==> src/rtl/alu_pkg.sv <==
// Shared definitions for the alu_seq_core slice: opcode map and FSM state encoding.
package alu_pkg;

  localparam logic [3:0] OP_AND   = 4'b0000;
  localparam logic [3:0] OP_OR    = 4'b0001;
  localparam logic [3:0] OP_NOT   = 4'b0010;
  localparam logic [3:0] OP_XOR   = 4'b0011;
  localparam logic [3:0] OP_NAND  = 4'b0100;
  localparam logic [3:0] OP_NOR   = 4'b0101;
  localparam logic [3:0] OP_XNOR  = 4'b0110;
  localparam logic [3:0] OP_ADD   = 4'b1000;
  localparam logic [3:0] OP_SUB   = 4'b1001;
  localparam logic [3:0] OP_SHR   = 4'b1010;
  localparam logic [3:0] OP_SHL   = 4'b1011;
  localparam logic [3:0] OP_CLEAR = 4'b1111;

  typedef enum logic {
    ST_IDLE  = 1'b0,
    ST_SHIFT = 1'b1
  } state_t;

endpackage

==> src/rtl/alu_addsub.sv <==
// Combinational WIDTH-bit add/subtract unit; SUB is A + ~B + 1, so carry means "no borrow".
module alu_addsub #(
  parameter int WIDTH = 16
) (
  input  logic [WIDTH-1:0] a,
  input  logic [WIDTH-1:0] b,
  input  logic             sub,
  output logic [WIDTH-1:0] sum,
  output logic             carry,
  output logic             ovf
);

  logic [WIDTH-1:0] b_eff;
  logic [WIDTH:0]   full;

  always_comb begin
    b_eff = sub ? ~b : b;
    full  = {1'b0, a} + {1'b0, b_eff} + {{WIDTH{1'b0}}, sub};
    sum   = full[WIDTH-1:0];
    carry = full[WIDTH];
    // Overflow: both effective operands share a sign that the result does not.
    ovf   = (a[WIDTH-1] == b_eff[WIDTH-1]) && (sum[WIDTH-1] != a[WIDTH-1]);
  end

endmodule

==> src/rtl/alu_seq_core.sv <==
// Registered ALU with valid/ready input, accumulator operand and bit-serial shifts.
// Optional build macro ALU_SATURATE_EN: ADD/SUB saturate on signed overflow instead of wrapping.
import alu_pkg::*;

module alu_seq_core #(
  parameter int WIDTH = 16,
  parameter int SHW   = $clog2(WIDTH)
) (
  input  logic             clk,
  input  logic             rst,
  input  logic             in_valid,
  output logic             in_ready,
  input  logic [3:0]       opcode,
  input  logic [WIDTH-1:0] a,
  input  logic [WIDTH-1:0] b,
  input  logic             use_acc,
  output logic [WIDTH-1:0] acc,
  output logic             out_valid,
  output logic             flag_c,
  output logic             flag_v,
  output logic             flag_z,
  output logic             flag_n,
  output logic             illegal
);

  state_t           state_q, state_d;
  logic [SHW-1:0]   cnt_q, cnt_d, shamt;
  logic             shl_q, shl_d;
  logic [WIDTH-1:0] acc_q, acc_d, opa, as_sum;
  logic             c_q, c_d, v_q, v_d, z_q, z_d, n_q, n_d;
  logic             vld_q, vld_d, ill_q, ill_d, acc_wr;
  logic             as_carry, as_ovf;

  // Returns {bit shifted out, shifted value} for a single-bit logical shift.
  function automatic logic [WIDTH:0] shift1(input logic [WIDTH-1:0] v, input logic left);
    return left ? {v[WIDTH-1], v[WIDTH-2:0], 1'b0} : {v[0], 1'b0, v[WIDTH-1:1]};
  endfunction

`ifdef ALU_SATURATE_EN
  function automatic logic [WIDTH-1:0] sat_addsub(input logic signed [WIDTH-1:0] raw,
                                                  input logic ovf);
    logic signed [WIDTH-1:0] lim;
    lim = raw[WIDTH-1] ? {1'b0, {(WIDTH-1){1'b1}}} : {1'b1, {(WIDTH-1){1'b0}}};
    return ovf ? lim : raw;
  endfunction
`endif

  assign in_ready = (state_q == ST_IDLE);
  assign opa      = use_acc ? acc_q : a;
  assign shamt    = b[SHW-1:0];

  alu_addsub #(.WIDTH(WIDTH)) u_addsub (
    .a     (opa),
    .b     (b),
    .sub   (opcode == OP_SUB),
    .sum   (as_sum),
    .carry (as_carry),
    .ovf   (as_ovf)
  );

  always_comb begin
    state_d = state_q;
    cnt_d   = cnt_q;
    shl_d   = shl_q;
    acc_d   = acc_q;
    c_d     = c_q;
    v_d     = v_q;
    z_d     = z_q;
    n_d     = n_q;
    ill_d   = ill_q;
    vld_d   = 1'b0;
    acc_wr  = 1'b0;
    if (state_q == ST_SHIFT) begin
      {c_d, acc_d} = shift1(acc_q, shl_q);
      acc_wr = 1'b1;
      cnt_d  = cnt_q - SHW'(1);
      if (cnt_q == SHW'(1)) begin
        state_d = ST_IDLE;
        vld_d   = 1'b1;
      end
    end else if (in_valid) begin
      vld_d  = 1'b1;
      ill_d  = 1'b0;
      c_d    = 1'b0;
      v_d    = 1'b0;
      acc_wr = 1'b1;
      case (opcode)
        OP_AND:  acc_d = opa & b;
        OP_OR:   acc_d = opa | b;
        OP_NOT:  acc_d = ~opa;
        OP_XOR:  acc_d = opa ^ b;
        OP_NAND: acc_d = ~(opa & b);
        OP_NOR:  acc_d = ~(opa | b);
        OP_XNOR: acc_d = ~(opa ^ b);
        OP_ADD, OP_SUB: begin
`ifdef ALU_SATURATE_EN
          acc_d = sat_addsub(as_sum, as_ovf);
`else
          acc_d = as_sum;
`endif
          c_d = as_carry;
          v_d = as_ovf;
        end
        OP_SHR, OP_SHL: begin
          shl_d = (opcode == OP_SHL);
          if (shamt == '0) begin
            acc_d = opa;
          end else begin
            // First bit moves at acceptance; the remaining N-1 bits run in ST_SHIFT.
            {c_d, acc_d} = shift1(opa, opcode == OP_SHL);
            cnt_d = shamt - SHW'(1);
            if (shamt != SHW'(1)) begin
              state_d = ST_SHIFT;
              vld_d   = 1'b0;
            end
          end
        end
        OP_CLEAR: acc_d = '0;
        default: begin
          acc_d = acc_q;
          c_d   = c_q;
          v_d   = v_q;
          ill_d = 1'b1;
        end
      endcase
    end
    if (acc_wr) begin
      z_d = (acc_d == '0);
      n_d = acc_d[WIDTH-1];
    end
  end

  always_ff @(posedge clk) begin
    if (rst) begin
      state_q <= ST_IDLE;
      cnt_q   <= '0;
      shl_q   <= 1'b0;
      acc_q   <= '0;
      c_q     <= 1'b0;
      v_q     <= 1'b0;
      z_q     <= 1'b0;
      n_q     <= 1'b0;
      ill_q   <= 1'b0;
      vld_q   <= 1'b0;
    end else begin
      state_q <= state_d;
      cnt_q   <= cnt_d;
      shl_q   <= shl_d;
      acc_q   <= acc_d;
      c_q     <= c_d;
      v_q     <= v_d;
      z_q     <= z_d;
      n_q     <= n_d;
      ill_q   <= ill_d;
      vld_q   <= vld_d;
    end
  end

  assign acc       = acc_q;
  assign out_valid = vld_q;
  assign flag_c    = c_q;
  assign flag_v    = v_q;
  assign flag_z    = z_q;
  assign flag_n    = n_q;
  assign illegal   = ill_q;

endmodule

==> config.mk <==
export PLATFORM = sky130hd
export DESIGN_NAME = alu_seq_core
export DESIGN_NICKNAME = d
export VERILOG_FILES = /design/src/rtl/alu_pkg.sv /design/src/rtl/alu_addsub.sv /design/src/rtl/alu_seq_core.sv
export SDC_FILE = /design/constraint.sdc
export NUM_CORES = 1
export LEC_CHECK = 0
export ABC_AREA = 1
export ABC_CLOCK_PERIOD_IN_PS = 7170
export CAP_MARGIN = 30
export CORE_ASPECT_RATIO = 1.2
export CORE_MARGIN = 8
export CORE_UTILIZATION = 50
export DETAILED_ROUTE_END_ITERATION = 8
export HOLD_SLACK_MARGIN = 0.03
export PLACE_DENSITY = 0.75
export SYNTH_ARGS = -nofsm -noshare
export SYNTH_HDL_FRONTEND = slang
export SYNTH_SLANG_ARGS = --single-unit
==> constraint.sdc <==
create_clock -name clk -period 7.17 [get_ports clk]
set_input_delay 1.434 -clock clk [delete_from_list [all_inputs] [get_ports clk]]
set_output_delay 1.434 -clock clk [all_outputs]
set_load 0.03 [all_outputs]
Word level (Yosys, flattened, before mapping)
Cells that the tools add are included.
Widths: inputs -> output; s select.

storage, ports and cells
  register bits = 28
  input port bits = 40
  word-level logic and storage cells = 89

cells by class
  add/subtract/negate cells = 4
  equal/unequal tests = 16
  muxes and demuxes = 32
  bitwise gates (word level) = 9
  reduce and logical (&&, ||, !) cells = 18

operators with widths
  kind                 count
  $pmux 16 s10         1
  $mux 16              5
  $not 16->16          5
  $mux 17              2
  $eq 4x4->1 const B   5
  $mux 1               18
  $add 16x16->17       1
  $add 17x1->17        1
  $and 16x16->16       1
  $logic_not 16->1     1
  $mux 4               4
  $or 16x16->16        1
  $xor 16x16->16       1
  $eq 4x3->1 const B   3
  $reduce_or 12->1     1
  $reduce_or 10->1     1
  $reduce_and 3->1     3
  $eq 4x1->1 const B   2
  $eq 4x2->1 const B   2
  $logic_not 4->1      2
  $reduce_or 8->1      1
  $sub 4x1->4 const B  2
  $reduce_bool 2->1    3
  $ne 4x1->1 const B   1
  other kinds (10)     12

Logic depth before layout (Yosys ltp)
Gate-level depths: netlist of the first run.

  word-level depth = 8
  mapped depth = 23
  mapped depth without buffers = 23

Hierarchy
Synthesis of the first run repeated with hierarchy kept, for this count alone.

second synthesis, totals
  cell total of the unflattened synthesis = 950
  area total of the unflattened synthesis = 5114.9 um2

by module, submodules not included
  module        times used  cells each  area an instance (um2)  sequential area each (um2)
  alu_seq_core  1           777         4030.1                  560.5
  alu_addsub    1           173         1084.8                  0.0

Least setup slack after synthesis of the first run
No wires, ideal clock.

  kind = in2reg
  start = in opcode[0]
  end = reg z_q (netlist: flag_z)
  setup time = 0.071 ns
  data arrival time = 3.921 ns
  data required time = 7.099 ns
  path slack = 3.178 ns
  stages on the path = 18
  path buffers = 1
  path through = inv_2 -> nor2_4 -> nand2_4 -> buf_1 -> xor2_1 -> fa_1 -> nand3_1 -> nand2_1 -> nand2_1 -> nand2_1 -> or2_2 -> nand3_1 -> nand3_1 -> a21oi_1 -> nand4_1 -> nor2_1 -> nand3_1 -> a21oi_1

on the way
  cells in the longest elaborated chain, start to end = 8
  elaborated cells on any way between the ends = 23
  those cells by class = add/sub: 2; eq/ne: 11; mux: 6; reduce/logical: 4

ends and longest elaborated chain
  element               line                                    text
  start, declared       alu_seq_core.sv:13                      input logic [3:0] opcode,
  $eq 4x4->1            alu_seq_core.sv:55, alu_seq_core.sv:87
  $mux 16               alu_addsub.sv:17                        b_eff = sub ? ~b : b;
  $add 16x16->17        alu_addsub.sv:18                        full = {1'b0, a} + {1'b0, b_eff} + {{WIDTH{1'b0}}, sub};
  $add 17x1->17         alu_addsub.sv:18
  $pmux 16 s10 *        alu_seq_core.sv:87                      case (opcode)
  $mux 16 *             alu_seq_core.sv:81                      end else if (in_valid) begin
  $mux 16 *             alu_seq_core.sv:73                      if (state_q == ST_SHIFT) begin
  $logic_not 16->1 *    alu_seq_core.sv:128                     z_d = (acc_d == '0);
  end signal, assigned  alu_seq_core.sv:152                     z_q <= z_d;
  end, declared         alu_seq_core.sv:30                      logic c_q, c_d, v_q, v_d, z_q, z_d, n_q, n_d;

Every way passes the cells marked *; elsewhere a longest branch is shown, timed or not.
A chain may end at the register's enable or synchronous reset.

Worst setup path in the final report of the first run
  start = in use_acc
  end = reg z_q (netlist: flag_z)

on the way
  cells in the longest elaborated chain, start to end = 7
  elaborated cells on any way between the ends = 16
  those cells by class = add/sub: 2; mux: 6; bitwise: 7; reduce/logical: 1

ends and longest elaborated chain
  element                                 line                 text
  start, declared                         alu_seq_core.sv:16   input logic use_acc,
  $mux 16 *                               alu_seq_core.sv:49   assign opa = use_acc ? acc_q : a;
  $add 16x16->17 (tied with other cells)  alu_addsub.sv:18
  $add 17x1->17 (tied with other cells)   alu_addsub.sv:18
  $pmux 16 s10 *                          alu_seq_core.sv:87
  $mux 16 *                               alu_seq_core.sv:81
  $mux 16 *                               alu_seq_core.sv:73
  $logic_not 16->1 *                      alu_seq_core.sv:128

Marked as above.

==> reports/metrics.csv, run 1 <==
stage;metric;value;unit
outcome;outcome;finished clean;
clock_network;total CTS buffers;3;
global_route;GRT overflow;0;
worst_setup_path;Worst Path Buf+Inv;3;
drt;via count;5682;
drt;Routed WL;17430;um
worst_setup_path;Largest stage delay, worst path;1.04;ns
clock_network;Post-CTS Setup Bufs;0;
drt;Initial DRC Count;577;
drt;met3 WL;1227;um
drt;met2 WL;8372;um
place;DP HPWL;13980;um
synth;Post-synth EDFFs;0;
synth;Seq/Total Area, Yosys;11.97;%
final_layout;Register Area;560.5;sq um
drt;max layer used;met4;
drt;# DRC;0;
global_route;gr usage total;26.77;%
synth;top_reg_cell synth;dfxtp_1;
sta;worst-case clock skew;0.002961;ns
job;max-cap violation count;0;
worst_setup_path;crit-path leading delay family;buffers and inverters;
worst_setup_path;reg2reg start;state_q;
floorplanning;Die X;104.3;um
final_layout;nets;947;
worst_setup_path;FF-to-FF setup slack;4.15;ns
final_layout;ant diodes;0;
floorplanning;initial core utilization;51.56;%
clock_network;Post-CTS Hold Buffers;0;
sta;Fmax;0.1995;GHz
sta;sum of negative setup slack;0;ns
final_layout;area growth from synthesis to layout;15.90;%
synth;Syn Inst Count;805;
clock_network;Num Clock Sinks;28;
place;GPL Wtd Cong;0.9718;
floorplanning;die height;122.0;um
drt;wl on met1;6623;um
sta;final period utilization;69.90;%
clock_network;Longest Clk Path Bufs;2;
power;P per Cell Area;134.0;mW/mm^2
worst_setup_path;CP Launch Type;primary input;
final_layout;fill count;954;
worst_setup_path;WS Path Type;primary input to flop;
sta;headroom to the max-slew limit;34.26;%
synth;number of distinct library cells after synthesis;48;
hold_path;Hold EP;flag_z;
worst_setup_path;critical path cell sequence;clkdlybuf4s50_1 > inv_2 > o21ai_2 > ha_1 > nand2_1 > inv_1 > a21oi_1 > nand2_1 > or2_2 > nand3_1 > nand3_1 > a21oi_1 > nand4_1 > nor2_1 > nand3_1 > a21oi_1;
worst_setup_path;Critical Path End Type;flop;
final_layout;commonest non-fill, non-tap cell in the layout;nand2_1;
worst_setup_path;R2R Path End;flag_z;
drt;Antenna Nets Post-Route;0;
worst_setup_path;slowest cell on the critical path;clkdlybuf4s50_1;
global_route;first-pass GRT wire length;27810;um
hold_path;worst hold-check path type;flop to flop;
clock_network;Clock Latency Late Sink;0.28;ns
final_layout;most frequent cells in the layout;nand2_1 (206), inv_1 (93), a21oi_1 (85);
clock_network;Worst-path clk slew;0.10;ns
synth;fraction of registers with async set/reset;0;%
synth;synthesized area;0.004682;sq mm
synth;Avg Inst Size Synth;5.816;sq um
sta;RSZ-0062 raised after global routing;false;
synth;Mapped Nets;899;
final_layout;Multi-input gate area;0.003611;sq mm
power;peak supply drop;0.1351;mV
global_route;initial antenna violation count;0;
clock_network;H-tree level count;1;
floorplanning;die area;0.01273;sq mm
floorplanning;Core Rows;38;
global_route;largest net degree at the start of global routing;26;
drt;vias per inst;5.846;
worst_setup_path;crit path max fanout;22;
global_route;vias in the first global route;5499;
sta;# setup viols final;0;
sta;Slew @ Worst Pin;0.9825;ns
clock_network;CTS tree;built;
floorplanning;num ports;63;
place;port bufs;62;
worst_setup_path;FF-to-FF path depth;11;
hold_path;critical hold path startpoint;flag_z;
drt;wire per inst;17.94;um
sta;Final Hold Vio Count;0;
synth;Ys Warns;0;
final_layout;final core utilization;59.75;%
worst_setup_path;CP required;7.39;ns
drt;DRT Pass-1 Iters;5;
power;Leak;2.606;nW
synth;synthesized flop and latch total;28;
clock_network;PostCTS Resize Cnt;0;
hold_path;Hold Path Cell Cnt;2;
sta;crit path time final;5.012;ns
sta;max-slew violations;0;
clock_network;Root Driver;clkbuf_8;
worst_setup_path;Critical Path AT;5.23;ns
floorplanning;Core ar.;0.009081;sq mm
final_layout;layout cells sized above 1;5.516;%
-- metrics by stage --
| stage | hold slack, ns | setup slack (ns) | power (mW) | instances | instance area, sq um |
|---|---|---|---|---|---|
| 6_report | 0.4918 | 2.158 | 0.7269 | 972 | 5426 |
| 3_3_place_gp | 0.4597 | 2.015 | 0.5924 | 968 | 5355 |
| 4_1_cts | 0.4954 | 2.207 | 0.7226 | 972 | 5426 |
| 5_1_grt | 0.5371 | 1.718 | 0.7850 | 972 | 5426 |
| 3_5_place_dp | 0.4645 | 1.924 | 0.5964 | 968 | 5355 |
| 2_1_floorplan | 0.4702 | 3.178 | 0.4621 | 805 | 4682 |
-- per-layer routing --
metal / track usage [%] / vias up
li1: - / 2765
met1: 30.56 / 2562
met2: 46.09 / 277
met3: 3.592 / 78
met4: 18.04 / 0
met5: 0 / -
-- synth_stat cells (all sizes together), types with 2 or more instances --
library cell / n / area share [%]
nand2: 220 / 18
inv: 103 / 8.3
a21oi: 86 / 9.3
nor2: 85 / 7.3
o21ai: 62 / 6.9
ha: 53 / 14
nand3: 43 / 4.8
dfxtp: 28 / 12
xor2: 18 / 3.4
buf: 13 / 1.8
nand4: 13 / 1.7
o22ai: 11 / 1.5
clkbuf: 9 / 0.72
o211ai: 9 / 1.4
a22oi: 8 / 1.3
nand3b: 8 / 1.3
nor3: 8 / 0.96
a211oi: 6 / 0.96
or2: 4 / 0.53
o21a: 3 / 0.48
a21boi: 2 / 0.32
-- kinds of logic (layout without fill, tap and decap cells) --
kind of cell | after synthesis | in the layout | synth area share [%]
compound gates | 195 | 195 | 23.52
xor+xnor | 19 | 19 | 3.554
buf+inv | 126 | 173 | 10.90
flops | 28 | 28 | 11.97
fa+ha+maj | 54 | 54 | 14.59
simple gates | 383 | 383 | 35.46
-- area by class of cell --
class,instances,area share [%]
well taps,120,2.767
clock buffers,3,0.7609
flip-flops and latches,28,10.33
multi-input cells,651,66.54
inverters,104,7.194
repair buffers,65,11.85
clock inverters,1,0.5534
-- worst max path at each step --
stage / startpoint / to / slack [ns] / cells past startpoint
global placement: use_acc / flag_z / 2.01 / 16
floorplan: opcode[0] / flag_z / 3.18 / 18
detailed placement: use_acc / flag_z / 1.92 / 20
global route: use_acc / flag_z / 1.72 / 21
CTS: use_acc / flag_z / 2.21 / 20
finish: use_acc / flag_z / 2.16 / 16
-- where the power goes --
part           switching [mW]  internal [mW]  total [mW]
registers              0.0115          0.168       0.180
logic                   0.269          0.152       0.421
clock network          0.0514         0.0748       0.126
-- state kept, by name, indices dropped and copies added (netlist names) --
signal,count
acc,16
cnt_q,4
flag_c,1
flag_n,1
flag_v,1
flag_z,1
illegal,1
out_valid,1
shl_q,1
state_q,1
-- worst register-to-register path: stages, from the launching register on --
cell     delay [ns]
dfxtp_1        0.90
inv_1          0.40
nor2_1         0.63
inv_1          0.33
o22ai_1        0.18
a21oi_1        0.08
nand2_1        0.09
nor2_1         0.05
nand4_1        0.06
nor2_1         0.04
nand3_1        0.07
a21oi_1        0.07
(Power assumes the default switching activity.)
==> run 2, diff against run 1 <==
--- a/config.mk
+++ b/config.mk
@@ -6,7 +6,7 @@
 export NUM_CORES = 1
 export LEC_CHECK = 0
 export ABC_AREA = 1
-export ABC_CLOCK_PERIOD_IN_PS = 7170
+export ABC_CLOCK_PERIOD_IN_PS = 5200
 export CAP_MARGIN = 30
 export CORE_ASPECT_RATIO = 1.2
 export CORE_MARGIN = 8
==> constraint.sdc (replaced) <==
create_clock -name clk -period 5.2 [get_ports clk]
set_input_delay 1.04 -clock clk [delete_from_list [all_inputs] [get_ports clk]]
set_output_delay 1.04 -clock clk [all_outputs]
set_load 0.03 [all_outputs]
==> run 2 against run 1 <==
Net effect:
- die area is the same
- via count rose by 1.4%
- first-iteration DRC count decreased by 0.87%
- hold slack worse by 0.012 ns
- sequential share of layout area is essentially flat
- register-to-register slack lost 2.1 ns
- sequential power up 38%
- final area about the same
- flip-flop and latch count unchanged
- count of clock-buffer cells in the layout increased by 1
- combinational power rose by 38%
- critical path depth up 4
- critical path type unchanged
- largest power group unchanged
==> reports/metrics.csv, run 2 (synthesized netlist as in run 1, its figures left out) <==
stage;metric;value;unit;change
worst_setup_path;FF-to-FF path depth;11;;unchanged
drt;Initial DRC Count;572;;-0.87%
sta;final period utilization;85.25;%;
power;Leak;2.609;nW;about the same
worst_setup_path;WS Path Type;primary input to flop;;
final_layout;layout cells sized above 1;5.738;%;+0.22 points
global_route;gr usage total;26.69;%;-0.083 points
sta;sum of negative setup slack;0;ns;unchanged
worst_setup_path;reg2reg start;state_q;;
clock_network;total CTS buffers;3;;unchanged
sta;Fmax;0.2256;GHz;
clock_network;Clock Latency Late Sink;0.28;ns;about the same
drt;vias per inst;5.915;;+1.2%
worst_setup_path;Critical Path AT;4.63;ns;-0.60 ns
worst_setup_path;FF-to-FF setup slack;2.09;ns;-2.06 ns
power;P per Cell Area;178.4;mW/mm^2;+33%
clock_network;Worst-path clk slew;0.10;ns;about the same
final_layout;most frequent cells in the layout;nand2_1 (206), inv_1 (93), a21oi_1 (85);;
clock_network;PostCTS Resize Cnt;0;;unchanged
drt;Antenna Nets Post-Route;0;;unchanged
final_layout;commonest non-fill, non-tap cell in the layout;nand2_1;;
drt;wire per inst;18.18;um;+1.4%
sta;# setup viols final;0;;unchanged
global_route;first-pass GRT wire length;28020;um;+0.77%
worst_setup_path;crit path max fanout;14;;-36%
sta;crit path time final;4.433;ns;
floorplanning;Core ar.;0.009081;sq mm;unchanged
clock_network;Num Clock Sinks;28;;unchanged
global_route;GRT overflow;0;;unchanged
final_layout;area growth from synthesis to layout;15.87;%;about the same
final_layout;ant diodes;0;;unchanged
hold_path;worst hold-check path type;flop to flop;;
place;pre-CTS setup slack;0.6528;ns;-1.271 ns
place;Area after DPL;0.005370;sq mm;+0.28%
power;peak supply drop;0.1267;mV;-6.2%
clock_network;Longest Clk Path Bufs;2;;unchanged
floorplanning;die height;122.0;um;unchanged
floorplanning;num ports;63;;unchanged
final_layout;final instance area;0.005425;sq mm;about the same
clock_network;Post-CTS Hold Buffers;0;;unchanged
drt;Routed WL;17710;um;+1.6%
clock_network;H-tree level count;1;;unchanged
sta;headroom to the max-slew limit;36.36;%;+2.1 points
drt;via count;5761;;+1.4%
sta;WHS;0.4800;ns;-0.01182 ns
floorplanning;Core Rows;38;;unchanged
global_route;largest net degree at the start of global routing;26;;unchanged
place;port bufs;62;;unchanged
place;GPL Wtd Cong;0.9715;;about the same
final_layout;final core utilization;59.74;%;about the same
worst_setup_path;R2R Path End;flag_z;;
sta;RSZ-0062 raised after global routing;false;;
job;max-cap violation count;0;;unchanged
sta;Final Hold Vio Count;0;;unchanged
worst_setup_path;crit path from;use_acc;;
place;DP HPWL;14290;um;+2.3%
sta;final setup margin;0.7668;ns;-1.392 ns
final_layout;number of flip-flops in the largest register;16;;unchanged
global_route;vias in the first global route;5503;;+0.073%
sta;Slew @ Worst Pin;0.9511;ns;-0.03144 ns
sta;max-slew violations;0;;unchanged
drt;# DRC;0;;unchanged
sta;worst-case clock skew;0.002423;ns;-0.0005382 ns
worst_setup_path;Critical Path End Type;flop;;
global_route;initial antenna violation count;0;;unchanged
clock_network;Post-CTS Setup Bufs;0;;unchanged
floorplanning;Die X;104.3;um;unchanged
floorplanning;initial core utilization;51.56;%;unchanged
worst_setup_path;CP required;5.40;ns;-1.99 ns
clock_network;CTS tree;built;;
worst_setup_path;CP Launch Type;primary input;;
final_layout;nets;949;;+0.21%
floorplanning;die area;0.01273;sq mm;unchanged
worst_setup_path;Worst Setup EP;flag_z;;
clock_network;Root Driver;clkbuf_8;;
drt;DRT Pass-1 Iters;6;;+1
outcome;outcome;finished clean;;
-- run 2: changes by cell type in the layout (fill, tap and decap cells not counted) --
cell | before | now
buf_4 | 3 | 5
bufinv_16 | 1 | 0
clkbuf_8 | 3 | 4
-- run 2: metal layers --
layer,global-route usage (%),routed length [um],vias to the layer above
met5,0,0,-
met4,11.79,781,0
met3,2.905,1293,56
met2,48.88,8879,304
met1,30.71,6758,2630
li1,-,-,2771
-- run 2: stage by stage --
| step | instances | power [mW] |
|---|---|---|
| final | 974 | 0.9676 |
| after global routing | 974 | 1.037 |
| after CTS | 974 | 0.9598 |
| after detailed placement | 970 | 0.8221 |
| after global placement | 970 | 0.8171 |
| after floorplan | 805 | 0.6371 |
-- run 2: report_power, final --
group	switching, mW	internal (mW)
Combinational	0.371	0.211
Sequential	0.0163	0.232
Clock	0.0694	0.0679
-- run 2: cell type report --
cell class	instances	area (sq um)
flip-flops and latches	28	560.5
inverters	104	390.4
multi-input cells	651	3611
well taps	120	150.1
clock buffers	4	55.05
fillers	925	3656
repair buffers	67	658.1
-- run 2: how the worst min path moves through the flow --
stage	from	end	slack (ns)	depth (start not counted)
floorplan	cnt_q[3]	cnt_q[3]	0.47	2
global route	flag_z	flag_z	0.50	2
finish	flag_z	flag_z	0.48	2
detailed placement	flag_z	flag_z	0.46	2
CTS	flag_z	flag_z	0.48	2
global placement	flag_z	flag_z	0.46	2
-- run 2: worst max-delay path: stages --
cell and delay [ns]:
clkdlybuf4s50_1 0.70, inv_2 0.35, nand2_1 0.09, nand2_1 0.15, nand2_1 0.13, nand2_1 0.10
inv_2 0.06, fa_1 0.48, nand3_1 0.12, nand2_1 0.10, nand2_1 0.10, nand2_1 0.09
or2_2 0.28, nand3_1 0.06, nand3_1 0.11, a21oi_1 0.21, nand4_1 0.13, nor2_1 0.13
nand3_1 0.09, a21oi_1 0.12
==> run 3, diff against run 2 <==
--- a/config.mk
+++ b/config.mk
@@ -6,7 +6,6 @@
 export NUM_CORES = 1
 export LEC_CHECK = 0
 export ABC_AREA = 1
-export ABC_CLOCK_PERIOD_IN_PS = 5200
 export CAP_MARGIN = 30
 export CORE_ASPECT_RATIO = 1.2
 export CORE_MARGIN = 8
@@ -14,6 +13,7 @@
 export DETAILED_ROUTE_END_ITERATION = 8
 export HOLD_SLACK_MARGIN = 0.03
 export PLACE_DENSITY = 0.75
+export SLEW_MARGIN = 0
 export SYNTH_ARGS = -nofsm -noshare
 export SYNTH_HDL_FRONTEND = slang
 export SYNTH_SLANG_ARGS = --single-unit
==> results of run 3 <==
Same layout as run 2: the final DEF is identical, and so are final timing and power.
